`config.mk`:
```
export PLATFORM = sky130hd
export DESIGN_NAME = tick_scheduler_flat
export DESIGN_NICKNAME = d
export VERILOG_FILES = /design/src/rtl/tick_scheduler_if.sv /design/src/rtl/tick_scheduler.sv /design/src/flat_wrapper.sv
export SDC_FILE = /design/constraint.sdc
export NUM_CORES = 1
export LEC_CHECK = 0
export CELL_PAD_IN_SITES_DETAIL_PLACEMENT = 1
export CELL_PAD_IN_SITES_GLOBAL_PLACEMENT = 2
export CORE_ASPECT_RATIO = 1.2
export CORE_MARGIN = 3
export CORE_UTILIZATION = 36
export DETAILED_ROUTE_END_ITERATION = 16
export GPL_TIMING_DRIVEN = 0
export PLACE_DENSITY = 0.78
export SLEW_MARGIN = 20
export SYNTH_ARGS = -nofsm -noshare
export SYNTH_HDL_FRONTEND = slang
export SYNTH_SLANG_ARGS = --single-unit
```
`constraint.sdc`:
```
create_clock -name clk -period 3.2 [get_ports clk]
set_input_delay 0.64 -clock clk [delete_from_list [all_inputs] [get_ports clk]]
set_output_delay 0.64 -clock clk [all_outputs]
set_load 0.01 [all_outputs]
```
`src/rtl/tick_scheduler_if.sv`:
```
// Configuration port of the tick scheduler: a valid/ready request carrying
// channel, divisor and enable, plus a one-cycle error pulse for bad channels.
interface tick_scheduler_if #(
  parameter int CH_W  = 2,
  parameter int CNT_W = 28
);
  logic             cfg_valid;
  logic             cfg_ready;
  logic [CH_W-1:0]  cfg_ch;
  logic [CNT_W-1:0] cfg_div;
  logic             cfg_en;
  logic             cfg_err;

  modport master (
    output cfg_valid, cfg_ch, cfg_div, cfg_en,
    input  cfg_ready, cfg_err
  );

  modport slave (
    input  cfg_valid, cfg_ch, cfg_div, cfg_en,
    output cfg_ready, cfg_err
  );
endinterface

```
`src/rtl/tick_scheduler.sv`:
```
// Runtime-programmable multi-channel tick scheduler. Each channel divides clk by
// its own divisor; new settings wait in a shadow register until the channel wraps.
module tick_scheduler #(
  parameter int NUM_CH  = 3,
  parameter int CNT_W   = 28,
  parameter int DEF_DIV = 25000000,
  parameter int CH_W    = (NUM_CH > 1) ? $clog2(NUM_CH) : 1
) (
  input  logic              clk,
  input  logic              rst_n,
  tick_scheduler_if.slave   cfg,
  output logic [NUM_CH-1:0] ch_en,
  output logic [NUM_CH-1:0] pending,
  output logic [NUM_CH-1:0] tick,
  output logic [NUM_CH-1:0] sig_out
);

  logic [CNT_W-1:0]  cnt        [NUM_CH];
  logic [CNT_W-1:0]  active_div [NUM_CH];
  logic [CNT_W-1:0]  shadow_div [NUM_CH];
  logic [NUM_CH-1:0] shadow_en;
  logic [NUM_CH-1:0] wrap;
  logic [NUM_CH-1:0] accept;
  logic [CNT_W-1:0]  cfg_div_fix;
  logic              ch_valid;
  logic              ready;
  logic              err_q;

  // Out-of-range channels are always ready so a bad request is consumed, never stalled.
  always_comb begin
    ch_valid    = (32'(cfg.cfg_ch) < NUM_CH);
    cfg_div_fix = (cfg.cfg_div < CNT_W'(2)) ? CNT_W'(2) : cfg.cfg_div;
    ready       = 1'b1;
    accept      = '0;
    wrap        = '0;
    for (int i = 0; i < NUM_CH; i++) begin
      if (cfg.cfg_ch == CH_W'(i)) begin
        if (pending[i])
          ready = 1'b0;
        else
          accept[i] = cfg.cfg_valid;
      end
      wrap[i] = ch_en[i] && (cnt[i] == active_div[i] - CNT_W'(1));
    end
  end

  assign cfg.cfg_ready = ready;
  assign cfg.cfg_err   = err_q;

  // Accept and apply never coincide on one channel: accept needs pending low, apply needs it high.
  always_ff @(posedge clk or negedge rst_n) begin
    if (!rst_n) begin
      for (int i = 0; i < NUM_CH; i++) begin
        cnt[i]        <= '0;
        active_div[i] <= CNT_W'(DEF_DIV);
        shadow_div[i] <= CNT_W'(DEF_DIV);
      end
      shadow_en <= '0;
      ch_en     <= '1;
      pending   <= '0;
      tick      <= '0;
      sig_out   <= '0;
      err_q     <= 1'b0;
    end else begin
      err_q <= cfg.cfg_valid && !ch_valid;
      for (int i = 0; i < NUM_CH; i++) begin
        if (accept[i]) begin
          shadow_div[i] <= cfg_div_fix;
          shadow_en[i]  <= cfg.cfg_en;
          pending[i]    <= 1'b1;
        end
        if (ch_en[i]) begin
          if (wrap[i]) begin
            cnt[i]     <= '0;
            tick[i]    <= 1'b1;
            sig_out[i] <= ~sig_out[i];
            if (pending[i]) begin
              active_div[i] <= shadow_div[i];
              ch_en[i]      <= shadow_en[i];
              pending[i]    <= 1'b0;
            end
          end else begin
            cnt[i]  <= cnt[i] + CNT_W'(1);
            tick[i] <= 1'b0;
          end
        end else begin
          // A disabled channel has no wrap to wait for, so it applies immediately.
          cnt[i]     <= '0;
          tick[i]    <= 1'b0;
          sig_out[i] <= 1'b0;
          if (pending[i]) begin
            active_div[i] <= shadow_div[i];
            ch_en[i]      <= shadow_en[i];
            pending[i]    <= 1'b0;
          end
        end
      end
    end
  end

endmodule
```
`src/flat_wrapper.sv`:
```
// flat-port wrapper written by rule: the top's interface ports become plain ports
module tick_scheduler_flat 
#(
  parameter int NUM_CH  = 3,
  parameter int CNT_W   = 28,
  parameter int DEF_DIV = 25000000,
  parameter int CH_W    = (NUM_CH > 1) ? $clog2(NUM_CH) : 1
)
  (clk, rst_n, ch_en, pending, tick, sig_out, cfg_cfg_valid, cfg_cfg_ch, cfg_cfg_div, cfg_cfg_en, cfg_cfg_ready, cfg_cfg_err);
  tick_scheduler_if #(.CH_W(CH_W), .CNT_W(CNT_W)) cfg_i ();
  input  logic clk;
  input  logic rst_n;
  output logic [NUM_CH-1:0] ch_en;
  output logic [NUM_CH-1:0] pending;
  output logic [NUM_CH-1:0] tick;
  output logic [NUM_CH-1:0] sig_out;
  input wire logic [$bits(cfg_i.cfg_valid)-1:0] cfg_cfg_valid;
  input wire logic [$bits(cfg_i.cfg_ch)-1:0] cfg_cfg_ch;
  input wire logic [$bits(cfg_i.cfg_div)-1:0] cfg_cfg_div;
  input wire logic [$bits(cfg_i.cfg_en)-1:0] cfg_cfg_en;
  output wire logic [$bits(cfg_i.cfg_ready)-1:0] cfg_cfg_ready;
  output wire logic [$bits(cfg_i.cfg_err)-1:0] cfg_cfg_err;
  assign cfg_i.cfg_valid = cfg_cfg_valid;
  assign cfg_i.cfg_ch = cfg_cfg_ch;
  assign cfg_i.cfg_div = cfg_cfg_div;
  assign cfg_i.cfg_en = cfg_cfg_en;
  assign cfg_cfg_ready = cfg_i.cfg_ready;
  assign cfg_cfg_err = cfg_i.cfg_err;
  tick_scheduler #(.NUM_CH(NUM_CH), .CNT_W(CNT_W), .DEF_DIV(DEF_DIV), .CH_W(CH_W)) u_core (.clk(clk), .rst_n(rst_n), .cfg(cfg_i), .ch_en(ch_en), .pending(pending), .tick(tick), .sig_out(sig_out));
endmodule
```
# Word level (Yosys, flattened, before mapping)
# Index checks and enable logic that the tools add are counted.
# op_classes
n_addsub,6
multipliers,0
n_div,0
order_cmp,2
n_eq_ne,8
n_shift,0
mux,64
n_bitwise,3
n_reduce_logical,6
# ops
cell,count
28-bit two-way mux,16
28-bit by 1-bit adder with 28-bit output (second input constant),3
28-bit equality test,3
28-bit by 1-bit subtractor with 28-bit output (second input constant),3
1-bit two-way mux,48
28-bit by 2-bit < comparator with 1-bit output (second input constant),1
2-bit != test (second input constant),3
1-bit logical AND,4
1-bit inverter,3
2-bit by 1-bit equality test with 1-bit output (second input constant),1
2-bit equality test (second input constant),1
2-bit logical NOT,1
2-bit < comparator (second input constant),1
1-bit logical NOT,1
# totals
ff_bits,268
latch_bits,0
ram_bits,0
romBits,0
inputBits,34
out_inout_bits,14
wordCells,108
memories,0

# Logic depth before layout (Yosys ltp)
# logic_depth
ltp_word,6
ltp_mapped,14
ltp_nobuf,10

# Least setup slack after synthesis
# Ideal clock, no wire load.
# synth_path
path_type,reg2reg
from,reg u_core.active_div[56] in the netlist's numbering
to,reg u_core.sig_out[0]
setup_time_ns,0.066
arrival_ns,3.453
required_ns,3.134
path_slack_ns,-0.319
path_stages_with_launch,14
n_path_buf,3
cell_sequence,dfrtp_1 clkbuf_1 inv_1 ha_1 clkbuf_1 or4b_1 or4_1 o211ai_1 o2111ai_1 nor4_1 o2111ai_1 clkbuf_1 or4b_1 nand2_1
# synth_via
elab_chain_len,4
# synth_rtl
element,line,text
start: declaration,tick_scheduler.sv:19,logic [CNT_W-1:0] active_div [NUM_CH];
start signal: indexed assignment,tick_scheduler.sv:55,active_div[i] <= CNT_W'(DEF_DIV);
start signal: indexed assignment,tick_scheduler.sv:78,active_div[i] <= shadow_div[i];
start signal: indexed assignment,tick_scheduler.sv:92,active_div[i] <= shadow_div[i];
28-bit by 1-bit subtractor with 28-bit output,tick_scheduler.sv:43,wrap[i] = ch_en[i] && (cnt[i] == active_div[i] - CNT_W'(1));
28-bit equality test,tick_scheduler.sv:43,
1-bit logical AND,tick_scheduler.sv:43,
2-bit != test (no line),n/a,
end signal: indexed assignment,tick_scheduler.sv:76,sig_out[i] <= ~sig_out[i];
end: declaration,tick_scheduler.sv:15,output logic [NUM_CH-1:0] sig_out
# No other way between the ends.
# A chain may end at the register's enable or synchronous reset.

# Worst setup path in the final report
# layout_path
from,reg u_core.active_div[56] in the netlist's numbering
to,reg u_core.pending[0]
# layout_via
elab_chain_len,5
# layout_rtl
element,line,text
28-bit by 1-bit subtractor with 28-bit output,tick_scheduler.sv:43,
28-bit equality test,tick_scheduler.sv:43,
1-bit logical AND,tick_scheduler.sv:43,
1-bit two-way mux,tick_scheduler.sv:73,if (wrap[i]) begin
1-bit two-way mux,tick_scheduler.sv:72,if (ch_en[i]) begin
end signal: assignment,tick_scheduler.sv:60,pending <= '0;
end signal: indexed assignment,tick_scheduler.sv:70,pending[i] <= 1'b1;
end signal: indexed assignment,tick_scheduler.sv:80,pending[i] <= 1'b0;
end: declaration,tick_scheduler.sv:13,"output logic [NUM_CH-1:0] pending,"
# No other way between the ends.

==> reports/qor_table.md <==
| Metric | Reported |
| --- | --- |
| Run status | finished with violations |
| Failing checks | setup timing |
| Clock tree from TritonCTS | built |
| Global Route met1 Usage | 0.2840 |
| Top area cells in the synthesized netlist | dfrtp_1 31%, dfstp_2 13%, nand2_1 6.4%, mux2_2 4.8%, xnor2_1 4.7% |
| Non-filler instance count after layout | 2,401 |
| Vias in the first global route | 14,220 |
| Delay of the slowest cell on the worst path | 550 ps |
| Ports | 48 |
| Clock latency at the later pin of the worst-skew pair | 590 ps |
| Routing usage on met2 | 0.3981 |
| Number of sinks handled by clock tree synthesis | 268 |
| Period minus WS final | 3503 ps |
| Final worst-path setup slack | -302.9 ps |
| Synthesis-to-layout area growth | 27.63% |
| Commonest cells in the synthesized netlist | 266 x nand2_1, 193 x dfrtp_1, 128 x nor2_1 |
| Type of the worst min-delay path | in -> async |
| Total via count after detailed routing | 13,610 |
| Count of final max-slew check failures | 0 |
| Filler Cell Count | 4,706 |
| Total wirelength of the detailed-routed design | 52.44 mm |
| Initial antenna violation count | 1 |
| Leak | 8.248 nW |
| Die Ht | 234.1 um |
| Relative max-transition margin | 0.2557 |
| Starting density of the core | 0.3691 |
| Async set or reset register ratio after synthesis | 1.000 |
| Clock-pin slew on the worst setup and hold paths | 60 ps |
| Routed WL per cell | 21.84 um |
| Placement-stage worst setup slack | -1149 ps |
| Data arrival time of the critical path | 3960 ps |
| Fin nets | 1,870 |
| Area taken by flip-flops and latches | 0.006819 sq mm |
| Fraction of the cycle the final worst path needs | 1.095 |
| RSZ-0062 raised after global routing | yes |
| Sequential share of the synthesized area | 0.4358 |
| Total iterations of the first detailed-routing run | 8 |
| Root cell of the clock tree | clkbuf_16 |
| Die Wd | 196.0 um |
| Number of enable-type register cells in the synthesized netlist | 0 |
| Critical path endpoint category | register |
| Cells along the critical path | inv_2 -> ha_4 -> or4b_4 -> or4_4 -> o211ai_1 -> o2111ai_2 -> nor4_4 -> o2111ai_4 -> buf_6 -> o21ai_4 -> buf_6 -> buf_12 -> o21bai_1 |
| Share of Yosys cell area claimed by the top area cell type | 0.3095 |
| Number of instances in the synthesized netlist | 1,679 |
| Maximum number of pins on one net before global-route repair | 91 |
| Avg Inst Size Synth | 9.293 sq um |
| Combined area of the multi-input logic cells | 0.009087 sq mm |
| Critical Path Most Common Cell | buf_6 |
| Clk buf depth | 3 |
| Flip-flop cell with the highest count after synthesis | dfrtp_1 |
| Synthesis warning total | 0 |
| Layout cells sized above 1 | 0.2712 |
| Element type at the critical path start | register |
| DRC marker count from the first detailed-route iteration | 741 |
| Critical-path cell with the highest stage delay | or4_4 |
| Required time reported for the critical path endpoint | 3650 ps |
| Cell accounting for the most synthesized area | dfrtp_1 |
| Most used standard cell by instance count after synthesis | nand2_1 |
| H-tree depth | 1 |
| Standard-cell rows | 82 |
| Combined area of all synthesized cells | 0.01560 sq mm |
| Worst Tran Pin Value | 1108 ps |
| Flop-to-flop setup slack | -300 ps |
| Die area | 0.04589 sq mm |
| Largest fanout on the critical path | 7 |
| Area of the core | 0.04227 sq mm |
| Power density cells | 672.1 mW/mm^2 |
| Global Route Usage Sum | 0.2217 |
| Worst clock skew on the final layout | 16.33 ps |
| GRT overflow | 0 |
| Synthesized flop and latch total | 268 |
| Final setup viols | 87 |
| Number of port buffers | 47 |
| Average vias per placed instance | 5.669 |
| Wire length of the first global-routing pass | 81.19 mm |
| Grt met3 use | 0.02500 |
| Count of maximum capacitance violations | 0 |
| Detailed placer's ending HPWL | 36.89 mm |
| Maximum ir drop on the vdd rail | 0.5118 mV |
| Final-layout worst hold slack | 460.2 ps |
| Synthesized Nets | 1,719 |
| Ant. Diodes | 0 |
| Total CTS buffers | 31 |
| Post-route core utilization | 0.4711 |
| DRC violation count after routing | 0 |
| Critical path class | reg -> reg |
| Maximum achievable frequency | 0.2855 GHz |
| Most used routing layer | met2 |
| Remaining antenna violation count after routing | 0 |
| Placed Cells incl. Taps | 2,275 |
| Number of distinct library cells after synthesis | 77 |
| Number of failing hold endpoints at the final stage | 0 |
| GP Congestion | 0.8628 |
## timing repair
action                                 CTS  global route
setup buffers                           38            41
setup endpoints to repair              181           177
endpoints found under the hold margin   11             0
pin swaps                               34            94
cloned                                   3             8
gates resized for setup                140           160
hold buffers                             1             0
## per-layer routing
metal	routed length, um	part of all wire
met5	0	0
met4	1578	0.030
met3	1832	0.035
met2	26420	0.50
met1	22610	0.43
## layout by cell type, fill, tap and decap left out, drive strengths merged, types with 63 or more instances in the layout
| master | n |
|---|---|
| buf | 116 |
| dfstp | 75 |
| xnor2 | 84 |
| nand2 | 266 |
| xor2 | 81 |
| nand3 | 79 |
| dfrtp | 193 |
| mux2 | 85 |
| o211ai | 64 |
| clkbuf | 113 |
| nor2 | 128 |
| nor3 | 63 |
## area by class of cell
class,instances,share of cell area
repair buffers,140,0.07433
clock buffers,46,0.04731
flip-flops and latches,268,0.3424
multi-input cells,1269,0.4563
plain buffers,90,0.03173
inverters,30,0.005655
well taps,546,0.03431
clock inverters,12,0.007917
## critical path, delay by kind of cell (launching register included)
kind | cells | cell delay (ps)
flip-flops | 1 | 410
adder cells (fa/ha/maj) | 1 | 130
AO/OA/AOI/OAI | 5 | 970
AND/OR/NAND/NOR | 3 | 1280
buffers and inverters | 4 | 560
## kinds of logic after synthesis
logic type / share of synthesized area
multiplexers: 0.07490
buffers and inverters: 0.03617
AO/OA/AOI/OAI: 0.1022
XOR/XNOR: 0.09407
adder cells (fa/ha/maj): 0.004811
flip-flops: 0.4358
AND/OR/NAND/NOR: 0.2520
## sequential cells by signal, summed over array words and instances, names as in the netlist
signal              cells
u_core.cfg.cfg_err      1
u_core.shadow_en        3
u_core.cnt             84
u_core.ch_en            3
u_core.tick             3
u_core.shadow_div      84
u_core.sig_out          3
u_core.pending          3
u_core.active_div      84
## where the power goes
part	internal [mW]	leakage (nW)	total (mW)	switching (mW)
clock	2.28	0.538	3.81	1.53
sequential	4.53	3.16	5.52	0.990
combinational	1.92	4.55	4.06	2.13
total	8.73	8.25	13.4	4.66
## metrics by stage
step	setup TNS, ps	cell area, sq um	power, mW
after global placement	-2671730	16850	8.891
final	-20290	19910	13.38
after global routing	-33580	19910	14.21
after detailed placement	-146700	16940	9.044
after floorplan	-267.2	15700	7.813
after CTS	-26010	18920	13.19
## final timing paths
| path | start | endpoint | depth (start not counted) |
|---|---|---|---|
| max in group asynchronous | rst_n | u_core.ch_en[1] | 4 |
| setup / recovery | u_core.active_div[56] | u_core.pending[0] | 13 |
| min in group clk | u_core.shadow_div[24] | u_core.shadow_div[24] | 2 |
| hold / removal | rst_n | u_core.cnt[18] | 2 |
| hold reg to reg | u_core.shadow_div[24] | u_core.shadow_div[24] | 2 |
| setup reg to reg | u_core.active_div[56] | u_core.pending[0] | 13 |
Power figures use the tool's default switching activity.
==> patch (same flow settings) <==
`NUM_CH` is set to 3 in 2 places; all go to 6.
--- a/src/rtl/tick_scheduler.sv
+++ b/src/rtl/tick_scheduler.sv
@@ -3,3 +3,3 @@
 module tick_scheduler #(
-  parameter int NUM_CH  = 3,
+  parameter int NUM_CH  = 6,
   parameter int CNT_W   = 28,
--- a/src/flat_wrapper.sv
+++ b/src/flat_wrapper.sv
@@ -3,3 +3,3 @@
 #(
-  parameter int NUM_CH  = 3,
+  parameter int NUM_CH  = 6,
   parameter int CNT_W   = 28,
Interface: changed (5 resized); port bits go from 48 to 61. The function was not compared with the original's and may differ.
==> patch against the unedited design <==
Global-route usage is 0.17 points higher. Worst setup slack got worse by 0.21 ns. Non-clock buffer count is 143 higher. Sequential cell count rose by 267. Critical path type unchanged. Die area up 83%. Routed wire length increased by 82%. Worst hold slack improved by 0.032 ns. Clock power grew 85%. Area after synthesis grew 86%. Design area up 89%. Highest routed layer unchanged. Total power up 120%. The run still ends with negative setup slack left.
==> patch: results (changes against the unedited design) <==
Detailed routing:
- The wire length per cell after detailed routing came to 22.5 um (+3.2%).
- The number of optimization iterations in the first detailed-route pass is 5 (-3).
- The violation count after the first detailed-route iteration is 1196 (+61%).
- The vias after detailed routing is 23600 (+73%).

Synthesis:
- The synthesized-area fraction occupied by ao, oa, aoi and oai cells is 8.97% (-1.3 points).
- In the post-synthesis netlist, the biggest area contributors are dfrtp_1 33%, dfstp_2 14%, mux2_2 9.9%.
- The fraction of the mapped netlist area in adder cells is 0.518% (+0.036 points).
- The count of cell types in the netlist is 85 (+10%).
- After synthesis, the most frequently instantiated cells are 385 x dfrtp_1, 291 x nand2_1, 269 x nor2_1.
- The proportion of synthesized chip area in sequential cells is 46.8% (+3.2 points).
- The post-synthesis share of cell area spent on xor and xnor gates was 10.4% (+1.0 points).

Outcome:
- The run finished, with violations left.
- The checks that failed: negative setup slack.

Placement:
- The number of buffer cells added on primary ports is 60 (+28%).
- The number of cells after detailed placement was 3969 (+74%).
- The placed wire-length estimate after detailed placement is 64100 um (+74%).
- The worst slack after detailed placement is -1.44 ns (-0.293 ns).
- The placed instance area is 0.0316 mm2 (+86%).

Hold path:
- The min-delay analysis places its worst path in the category flip-flop to flip-flop.

Layout:
- The total of fill cells in the finished design came to 8627 (+83%).
- The number of nets in the final layout was 3187 (+70%).

STA:
- The setup clock skew after layout is 0.0286 ns (+0.0123 ns).
- The post-layout worst setup margin is -0.517 ns (-0.214 ns).
- The normalized max-slew margin is 26.3% (+0.69 points).
- The final total negative setup slack is -53.12 ns (-32.83 ns).
- The total setup violations reported at the end of the flow was 311 (+260%).

Clock tree:
- The worst-skew pair later-pin latency is 0.63 ns (+0.04 ns).
- The level count of the clock H-tree is 2 (+1).
- The number of CTS-inserted buffers is 57 (+84%).
- The post-CTS setup-driven buffer insertion count is 105 (+180%).

Power and ir drop:
- The leakage dissipation came to 14.8 nW (+79%).

GRT:
- The first-pass GRT wire length is 149000 um (+83%).
- The via count of the first global-routing pass was 25800 (+82%).
-- patch: cell count changes after synthesis, moves of 21 or more --
cell and change:
nor4_1 +30, mux2_2 +188, clkbuf_1 +43, dfrtp_1 +192
nand2_1 +25, o211ai_1 +57, nor3_1 +31, nor2_1 +141
o22ai_1 +31, dfstp_2 +75, and3_1 +35, xnor2_1 +84
xor2_1 +97, a222oi_1 -21
-- patch: path summary, 6_finish.rpt --
| path | from | slack (ns) | to | cells after the start |
|---|---|---|---|---|
| min in group asynchronous | rst_n | 0.52 | u_core.cnt[3] | 2 |
| worst min register to register | u_core.shadow_en[2] | 0.49 | u_core.ch_en[2] | 1 |
| worst min-delay path | u_core.shadow_en[2] | 0.49 | u_core.ch_en[2] | 1 |
| worst max register to register | u_core.active_div[38] | -0.52 | u_core.active_div[31] | 10 |
| worst max-delay path | u_core.active_div[38] | -0.52 | u_core.active_div[31] | 10 |
| max in group asynchronous | rst_n | 0.93 | u_core.shadow_div[164] | 5 |
-- patch: cell families (layout without fill, tap and decap cells) --
kind of cell             after synthesis  after routing
other                                  0              1
XOR/XNOR                             346            346
flip-flops                           535            535
adder cells (fa/ha/maj)               12             12
AND/OR/NAND/NOR                     1154           1154
AO/OA/AOI/OAI                        359            359
buffers and inverters                196            516
multiplexers                         266            266
-- patch: report_power, final --
| group | leakage [nW] | internal (W) | switching [W] | total, W |
|---|---|---|---|---|
| logic | 7.37 | 0.00519 | 0.00574 | 0.0109 |
| clock network | 0.976 | 0.00420 | 0.00286 | 0.00706 |
| registers | 6.43 | 0.00900 | 0.00211 | 0.0111 |
-- patch: area by class of cell --
type,instances,share of cell area [%]
clock buffers,85,4.48
repair buffers,245,7.01
inverters,36,0.360
diodes,1,0.00666
clock inverters,22,0.806
multi-input cells,2137,44.9
well taps,1035,3.45
plain buffers,128,2.78
flip-flops and latches,535,36.2
-- patch: through the flow --
stage                     hold WS [ns]  util [%]  power [W]
after floorplan                  0.344         -     0.0167
after global placement           0.468      39.5     0.0191
after detailed placement         0.470      39.7     0.0197
after CTS                        0.493      45.6     0.0283
after global routing             0.518      47.3     0.0308
final                            0.492      47.3     0.0291
-- patch: worst max-delay path, stage by stage, from the launching register on --
cell and delay (ns):
dfrtp_2 0.45, or4_1 0.51, or4_4 0.54, or4_4 0.52, a211oi_2 0.25, nand4_1 0.15
or4b_4 0.54, clkbuf_16 0.19, buf_4 0.14, o211ai_1 0.15, o211ai_1 0.13
-- patch: metal layers --
metal  GRT usage [%]  vias up  wire (um)
met3            2.79      151       2690
li1                -    10800          -
met1            27.1    12300      39800
met2            41.2      375      49500
met4            7.21        0       3130
met5               0        -          0
